File: src/rtl/led_status_ctrl.sv
// Status-LED scheduler: arbitrates the four board LEDs between boot blink,
// the led_wave generator, a UART activity chaser and an error/cause blinker.
module led_status_ctrl #(
  parameter int ACT_HOLD_CYC   = 5_000_000,
  parameter int BLINK_HALF_CYC = 25_000_000,
  parameter int CNT_W          = 28
) (
  input  logic       i_clk,
  input  logic       i_rst_n,
  input  logic       i_cal_done,
  input  logic       i_rx_pulse,
  input  logic       i_ovf_pulse,
  input  logic       i_ddr_err,
  input  logic       i_err_clr,
  input  logic [3:0] i_wave_led,
  output logic       o_wave_en,
  output logic [3:0] o_led,
  output logic [1:0] o_state
);

  typedef enum logic [1:0] {
    ST_BOOT = 2'b00,
    ST_IDLE = 2'b01,
    ST_ACT  = 2'b10,
    ST_ERR  = 2'b11
  } state_t;

  localparam logic [CNT_W-1:0] HOLD_RELOAD = CNT_W'(ACT_HOLD_CYC - 1);
  localparam logic [CNT_W-1:0] BLINK_LAST  = CNT_W'(BLINK_HALF_CYC - 1);
  localparam logic [CNT_W-1:0] CNT_ONE     = CNT_W'(1);

  state_t           state_q, state_d;
  logic [CNT_W-1:0] hold_q, hold_d;
  logic [CNT_W-1:0] blink_q, blink_d;
  logic             phase_q, phase_d;
  logic             ovf_flag_q, ovf_flag_d;
  logic             ddr_flag_q, ddr_flag_d;
  logic [3:0]       act_pat_q, act_pat_d;
  logic             wave_en_q, wave_en_d;
  logic [3:0]       led_q, led_d;
  logic             err_in;

  assign err_in = i_ddr_err | i_ovf_pulse;

  always_comb begin
    state_d    = state_q;
    hold_d     = hold_q;
    blink_d    = blink_q;
    phase_d    = phase_q;
    ovf_flag_d = ovf_flag_q;
    ddr_flag_d = ddr_flag_q;
    act_pat_d  = act_pat_q;

    if (state_q != ST_ERR && err_in) begin
      // Error entry starts the blink in the ON phase so the fault is visible at once.
      state_d    = ST_ERR;
      ovf_flag_d = i_ovf_pulse;
      ddr_flag_d = i_ddr_err;
      blink_d    = '0;
      phase_d    = 1'b1;
    end else begin
      case (state_q)
        ST_BOOT: begin
          if (i_cal_done) begin
            state_d = ST_IDLE;
            blink_d = '0;
            phase_d = 1'b0;
          end else if (blink_q == BLINK_LAST) begin
            blink_d = '0;
            phase_d = ~phase_q;
          end else begin
            blink_d = blink_q + CNT_ONE;
          end
        end
        ST_IDLE: begin
          if (!i_cal_done) begin
            state_d = ST_BOOT;
            blink_d = '0;
            phase_d = 1'b0;
          end else if (i_rx_pulse) begin
            state_d   = ST_ACT;
            act_pat_d = 4'b0001;
            hold_d    = HOLD_RELOAD;
          end
        end
        ST_ACT: begin
          // Losing calibration outranks activity; a pulse on the last hold cycle reloads.
          if (!i_cal_done) begin
            state_d = ST_BOOT;
            blink_d = '0;
            phase_d = 1'b0;
          end else if (i_rx_pulse) begin
            act_pat_d = {act_pat_q[2:0], act_pat_q[3]};
            hold_d    = HOLD_RELOAD;
          end else if (hold_q == '0) begin
            state_d = ST_IDLE;
          end else begin
            hold_d = hold_q - CNT_ONE;
          end
        end
        ST_ERR: begin
          ovf_flag_d = ovf_flag_q | i_ovf_pulse;
          ddr_flag_d = ddr_flag_q | i_ddr_err;
          if (i_err_clr && !err_in) begin
            state_d    = i_cal_done ? ST_IDLE : ST_BOOT;
            ovf_flag_d = 1'b0;
            ddr_flag_d = 1'b0;
            blink_d    = '0;
            phase_d    = 1'b0;
          end else if (blink_q == BLINK_LAST) begin
            blink_d = '0;
            phase_d = ~phase_q;
          end else begin
            blink_d = blink_q + CNT_ONE;
          end
        end
        default: state_d = ST_BOOT;
      endcase
    end

    // Outputs follow the state being entered so they update with it.
    wave_en_d = (state_d == ST_IDLE);
    case (state_d)
      ST_BOOT: led_d = {3'b000, phase_d};
      ST_IDLE: led_d = i_wave_led;
      ST_ACT:  led_d = act_pat_d;
      ST_ERR:  led_d = phase_d ? 4'b1111 : {2'b00, ovf_flag_d, ddr_flag_d};
      default: led_d = 4'b0000;
    endcase
  end

  always_ff @(posedge i_clk or negedge i_rst_n) begin
    if (!i_rst_n) begin
      state_q    <= ST_BOOT;
      hold_q     <= '0;
      blink_q    <= '0;
      phase_q    <= 1'b0;
      ovf_flag_q <= 1'b0;
      ddr_flag_q <= 1'b0;
      act_pat_q  <= 4'b0001;
      wave_en_q  <= 1'b0;
      led_q      <= 4'b0000;
    end else begin
      state_q    <= state_d;
      hold_q     <= hold_d;
      blink_q    <= blink_d;
      phase_q    <= phase_d;
      ovf_flag_q <= ovf_flag_d;
      ddr_flag_q <= ddr_flag_d;
      act_pat_q  <= act_pat_d;
      wave_en_q  <= wave_en_d;
      led_q      <= led_d;
    end
  end

  assign o_state   = state_q;
  assign o_wave_en = wave_en_q;
  assign o_led     = led_q;

endmodule

File: config.mk
export PLATFORM = sky130hd
export DESIGN_NAME = led_status_ctrl
export DESIGN_NICKNAME = d
export VERILOG_FILES = /design/src/rtl/led_status_ctrl.sv
export SDC_FILE = /design/constraint.sdc
export NUM_CORES = 1
export LEC_CHECK = 0
export CORE_UTILIZATION = 65
export DETAILED_ROUTE_END_ITERATION = 6
export GPL_TIMING_DRIVEN = 0
export PLACE_DENSITY = 0.88
export SYNTH_ARGS = -nofsm -noshare
export SYNTH_HDL_FRONTEND = slang
export SYNTH_SLANG_ARGS = --single-unit
File: constraint.sdc
create_clock -name i_clk -period 4.8 [get_ports i_clk]
set_input_delay 0.96 -clock i_clk [delete_from_list [all_inputs] [get_ports i_clk]]
set_output_delay 0.96 -clock i_clk [all_outputs]
set_load 0.005 [all_outputs]
Word-level counts from Yosys, hierarchy flattened
Cells that the tools add are included.
Storage, ports and cells
  register bits after elaboration: 70
Cells by class
  bitwise logic cells: 5
  multiplexer cells: 42
  equal/unequal tests: 13
  $add $sub $neg: 2
  reduce and logical (&&, ||, !) cells: 9
Operator list (number)
  $mux W28: 10
  $pmux W28 S3: 1
  $pmux W28 S2: 1
  $add A28 B1 Y28 const B: 1
  $eq A28 B25 Y1 const B: 1
  $logic_not A28 Y1: 1
  $sub A28 B1 Y28 const B: 1
  $mux W4: 6
  $mux W2: 8
  $pmux W4 S4: 1
  $mux W1: 12
  $eq A2 B2 Y1 const B: 4
  $ne A2 B2 Y1 const B: 4
  $pmux W2 S4: 1
  $pmux W4 S2: 1
  $reduce_and A6 Y1: 1
  $eq A2 B1 Y1 const B: 2
  $logic_not A2 Y1: 2
  $ne A3 B2 Y1 const B: 1
  $ne A3 B3 Y1 const B: 1
  $or A1 B1 Y1: 3
  $pmux W1 S3: 1
  $logic_and A1 B1 Y1: 2
  $not A1 Y1: 2
  other kinds (3): 3

Logic depth before layout (Yosys ltp)
  depth in word-level cells: 8
  depth in mapped cells: 10
  mapped depth without buffers: 8

Worst setup path before layout
OpenSTA, ideal clock, no wires.
  path type: input port to flip-flop
  from: input port i_cal_done
  to: register led_q[0] (netlist: o_led[0])
  stages on the path: 8
  path buffers: 2
  setup slack: 2.102 ns
  library setup time: 0.136 ns
  data arrival time: 2.562 ns
  path through: clkbuf_1 and3b_1 o21a_1 a2111oi_0 nand2_1 clkbuf_1 o21ai_0 o32ai_1
RTL lines
  from (decl): RTL line 10  | input logic i_cal_done,
  $mux W2 (on tied branches): RTL line 88, 64, 76
  $pmux W2 S4 (*): RTL line 62  | case (state_q)
  $mux W2 (*): RTL line 54  | if (state_q != ST_ERR && err_in) begin
  net state_d[1]: RTL line 32  | state_t state_q, state_d;
  $eq A2 B2 Y1 (tied with other cells): RTL line 123  | case (state_d)
  $pmux W4 S4 (*): RTL line 123
  net led_d[0]: RTL line 40  | logic [3:0] led_q, led_d;
  to (signal assigned): RTL line 152  | led_q <= led_d;
  to (decl): RTL line 40
The timed path passes the listed nets; every way through them passes the cells marked *.
A chain may end at the register's enable or synchronous reset.

Worst setup path after layout
  from: input port i_cal_done
  to: register led_q[2] (netlist: o_led[2])
The elaborated chain is that of the path after synthesis.

==> flow_summary.yaml <==
run_status:
  outcome: "completed"
setup_path:
  r2r-end: "hold_q[22]"
  worst-path-max-fanout: 10
  worst_path_most_repeated_cell: "clkbuf_1"
  worstRegToRegCells: 7
  worstPathCellList: "clkdlybuf4s50_1, clkbuf_1, nor2b_1, o21a_1, a2111oi_0, nand2_1, clkbuf_1, a311oi_1"
  crit_path_top_delay_cell: "a2111oi_0"
  crit_required_ns: 5.03
  crit_path_end_kind: "flip-flop"
  start_kind: "input port"
  path_class: "input port to flip-flop"
  cpPeakStageDelay_ns: 0.59
  reg2reg_from: "hold_q[3]"
  worstPathArrival_ns: 3.53
  rrSetupSlack_ns: 1.60
final_layout:
  area_growth_pct: 11.68
  fin_nets: 481
  antenna_cells: 0
  stdcell_area_um2: 4354
  drive_gt1_share_pct: 5.330
timing:
  post-route-period-util_pct: 68.77
  grt_setup_unrepaired: "no"
  setup_viol: 0
  hold_violations: 0
  slew_viol_final: 0
  slew_headroom_pct: 14.69
  max_freq_mhz: 303.0
  worstMarginPinSlew_ns: 1.262
  fin_skew_ns: 0.01120
  finalSetupTns_ns: 0
  period_minus_slack_ns: 3.301
  setup_ws_ns: 1.499
grt:
  grt_max_degree: 71
  grt_pass1_vias: 3307
  grt_pass1_wl_mm: 15.55
  antenna_found_initial: 0
  grt_use_total_pct: 32.32
  grt.overflow.total: 0
route:
  drt_iter0_drc: 305
  wire_per_inst_um: 17.57
  viasPerCell: 6.601
  drc: 0
  wl_mm: 9.505
  dr.pass1.iters: 5
  postRouteAntennaNets: 0
  vias: 3571
clocking:
  cts_setup_buffers: 0
  cts_htree_levels: 3
  cts_buffers: 9
  cts_num_sinks: 70
  clk_pin_slew_ns: 0.07
  cts_tree: "done"
  root_buffer: "clkbuf_8"
  clock_latency_ns: 0.35
  holdBufCountCts: 0
  cts_buffer_depth: 2
  cts_resized: 0
synth:
  synthTopCellsByCount: "dfrtp_1 (69), nor2_1 (50), nand2_1 (39)"
  synth-seq-cells: 70
  ys_seq_area_share_pct: 44.96
  synthCells: 437
  synth_top_family_by_area: "simple AND/OR/NAND/NOR gates"
  ys_top_cells_by_area: "dfrtp_1 (44%), nor2_1 (4.8%), nand2_1 (3.8%)"
  synth.avg_cell_area_um2: 8.922
  netlist_area_um2: 3899
  synthDistinctLibCells: 59
  synth_warnings: 0
  synth_compound_area_share_pct: 13.77
  yosys.area_share.simple_pct: 28.47
  synth_xor_xnor_area_share_pct: 6.290
  synth_fa_ha_area_share_pct: 1.926
  yosysTopAreaCell: "dfrtp_1"
  muxShareOfSynthArea_pct: 1.316
  synth_most_common_cell: "dfrtp_1"
  yosys_most_used_dff: "dfrtp_1"
  synth-edff-count: 0
  synth_top_area_share_pct: 44.29
  syn_nets: 454
  ys_async_sr_fraction_pct: 100.0
worst_hold_path:
  min_to: "ovf_flag_q"
  hp-class: "flip-flop to flip-flop"
  min_delay_path_depth: 1
  min_from: "ovf_flag_q"
floorplan:
  num_rows: 27
  fp.dieArea_um2: 6312
  boundaryPins: 18
  die_y_um: 79.45
  die_w_um: 79.45
  start_util_pct: 69.11
  design.core.area_um2: 5642
place:
  placed_cell_area_um2: 4146
  portBuffers: 16
  hpwlAfterDp_mm: 6.422
  gp_congestion: 0.8757
  place_ws_ns: 1.209
power_and_ir_drop:
  finalPower_mw: 2.027
  worst_ir_drop_vdd_mv: 0.4070
  power.leakage_nw: 1.642
  power_density_nw_per_um2: 465.5
job:
  cap_violations: 0
-- cell usage in the layout, fill, tap and decap left out, types with 3 or more instances in the layout --
master and instances:
nor2_1 50, nor4b_1 6, clkdlybuf4s50_1 15, nand2b_1 7, nor2b_1 6, dfrtp_1 69
nand3_1 17, o21ai_0 29, nand2_1 39, or4_1 7, and2_1 4, xor2_1 12
or3_1 11, nor3_1 19, mux2i_1 4, xnor2_1 16, nand4_1 17, clkbuf_1 16
and3_1 3, a31oi_1 3, ha_1 6, a21oi_1 21, inv_1 15, clkbuf_8 9
a21o_1 3, nor4_1 11, buf_2 3
-- report_power, final --
group / internal (mW) / leakage (nW) / switching [mW]
Combinational: 0.272 / 0.661 / 0.536
Sequential: 0.656 / 0.879 / 0.0427
Clock: 0.295 / 0.102 / 0.225
-- registers in the layout, indices dropped and copies added (netlist names), 2 cells and up --
| register | flops |
|---|---|
| act_pat_q | 4 |
| o_led | 4 |
| blink_q | 28 |
| hold_q | 28 |
| o_state | 2 |
-- routing by layer --
metal	GRT usage [%]	wire length (um)	up-vias
li1	-	-	1642
met1	41.65	3929	1713
met2	53.08	4668	185
met3	6.857	672	31
met4	12.73	235	0
met5	0	0	-
-- worst max path at each step --
stage / cells after the start / endpoint / start / slack (ns)
after floorplan: 8 / o_led[0] / i_cal_done / 2.10
after global placement: 1 / blink_q[6] / i_rst_n / 0.43
after detailed placement: 8 / o_led[2] / i_cal_done / 1.21
after CTS: 8 / o_led[2] / i_cal_done / 1.52
after global routing: 9 / blink_q[20] / i_cal_done / 1.33
final: 8 / o_led[2] / i_cal_done / 1.50
-- through the flow --
stage / cells / utilization [%] / hold slack (ns)
CTS: 541 / 77.18 / 0.4971
detailed placement: 525 / 73.50 / 0.4780
floorplan: 437 / - / 0.4454
global route: 541 / 77.18 / 0.5115
finish: 541 / 77.18 / 0.4955
global placement: 525 / 73.54 / 0.4656
-- cell type report --
type,instances,area [um^2]
clock buffer,13,138.9
buffer,16,71.32
tap,72,90.09
fill,370,1287
multi-input combinational,336,2018
inverter,15,56.30
clock inverter,3,68.82
sequential,70,1753
timing repair buffer,16,157.7
-- critical path, delay by kind of cell --
family,cells,cell delay (ns)
compound gates,3,1.14
simple gates,2,0.35
buf+inv,3,1.07
-- kinds of logic (layout without fill, tap and decap cells) --
family	Yosys count	count (layout)
xor gates and xnor gates	28	28
buffers and inverters	31	63
AOI/OAI and AO/OA	86	86
muxes	5	5
DFF	70	70
adders and majority gates	6	6
and+or+nand+nor	211	211
Note: power is estimated with default switching activity, not from simulation.
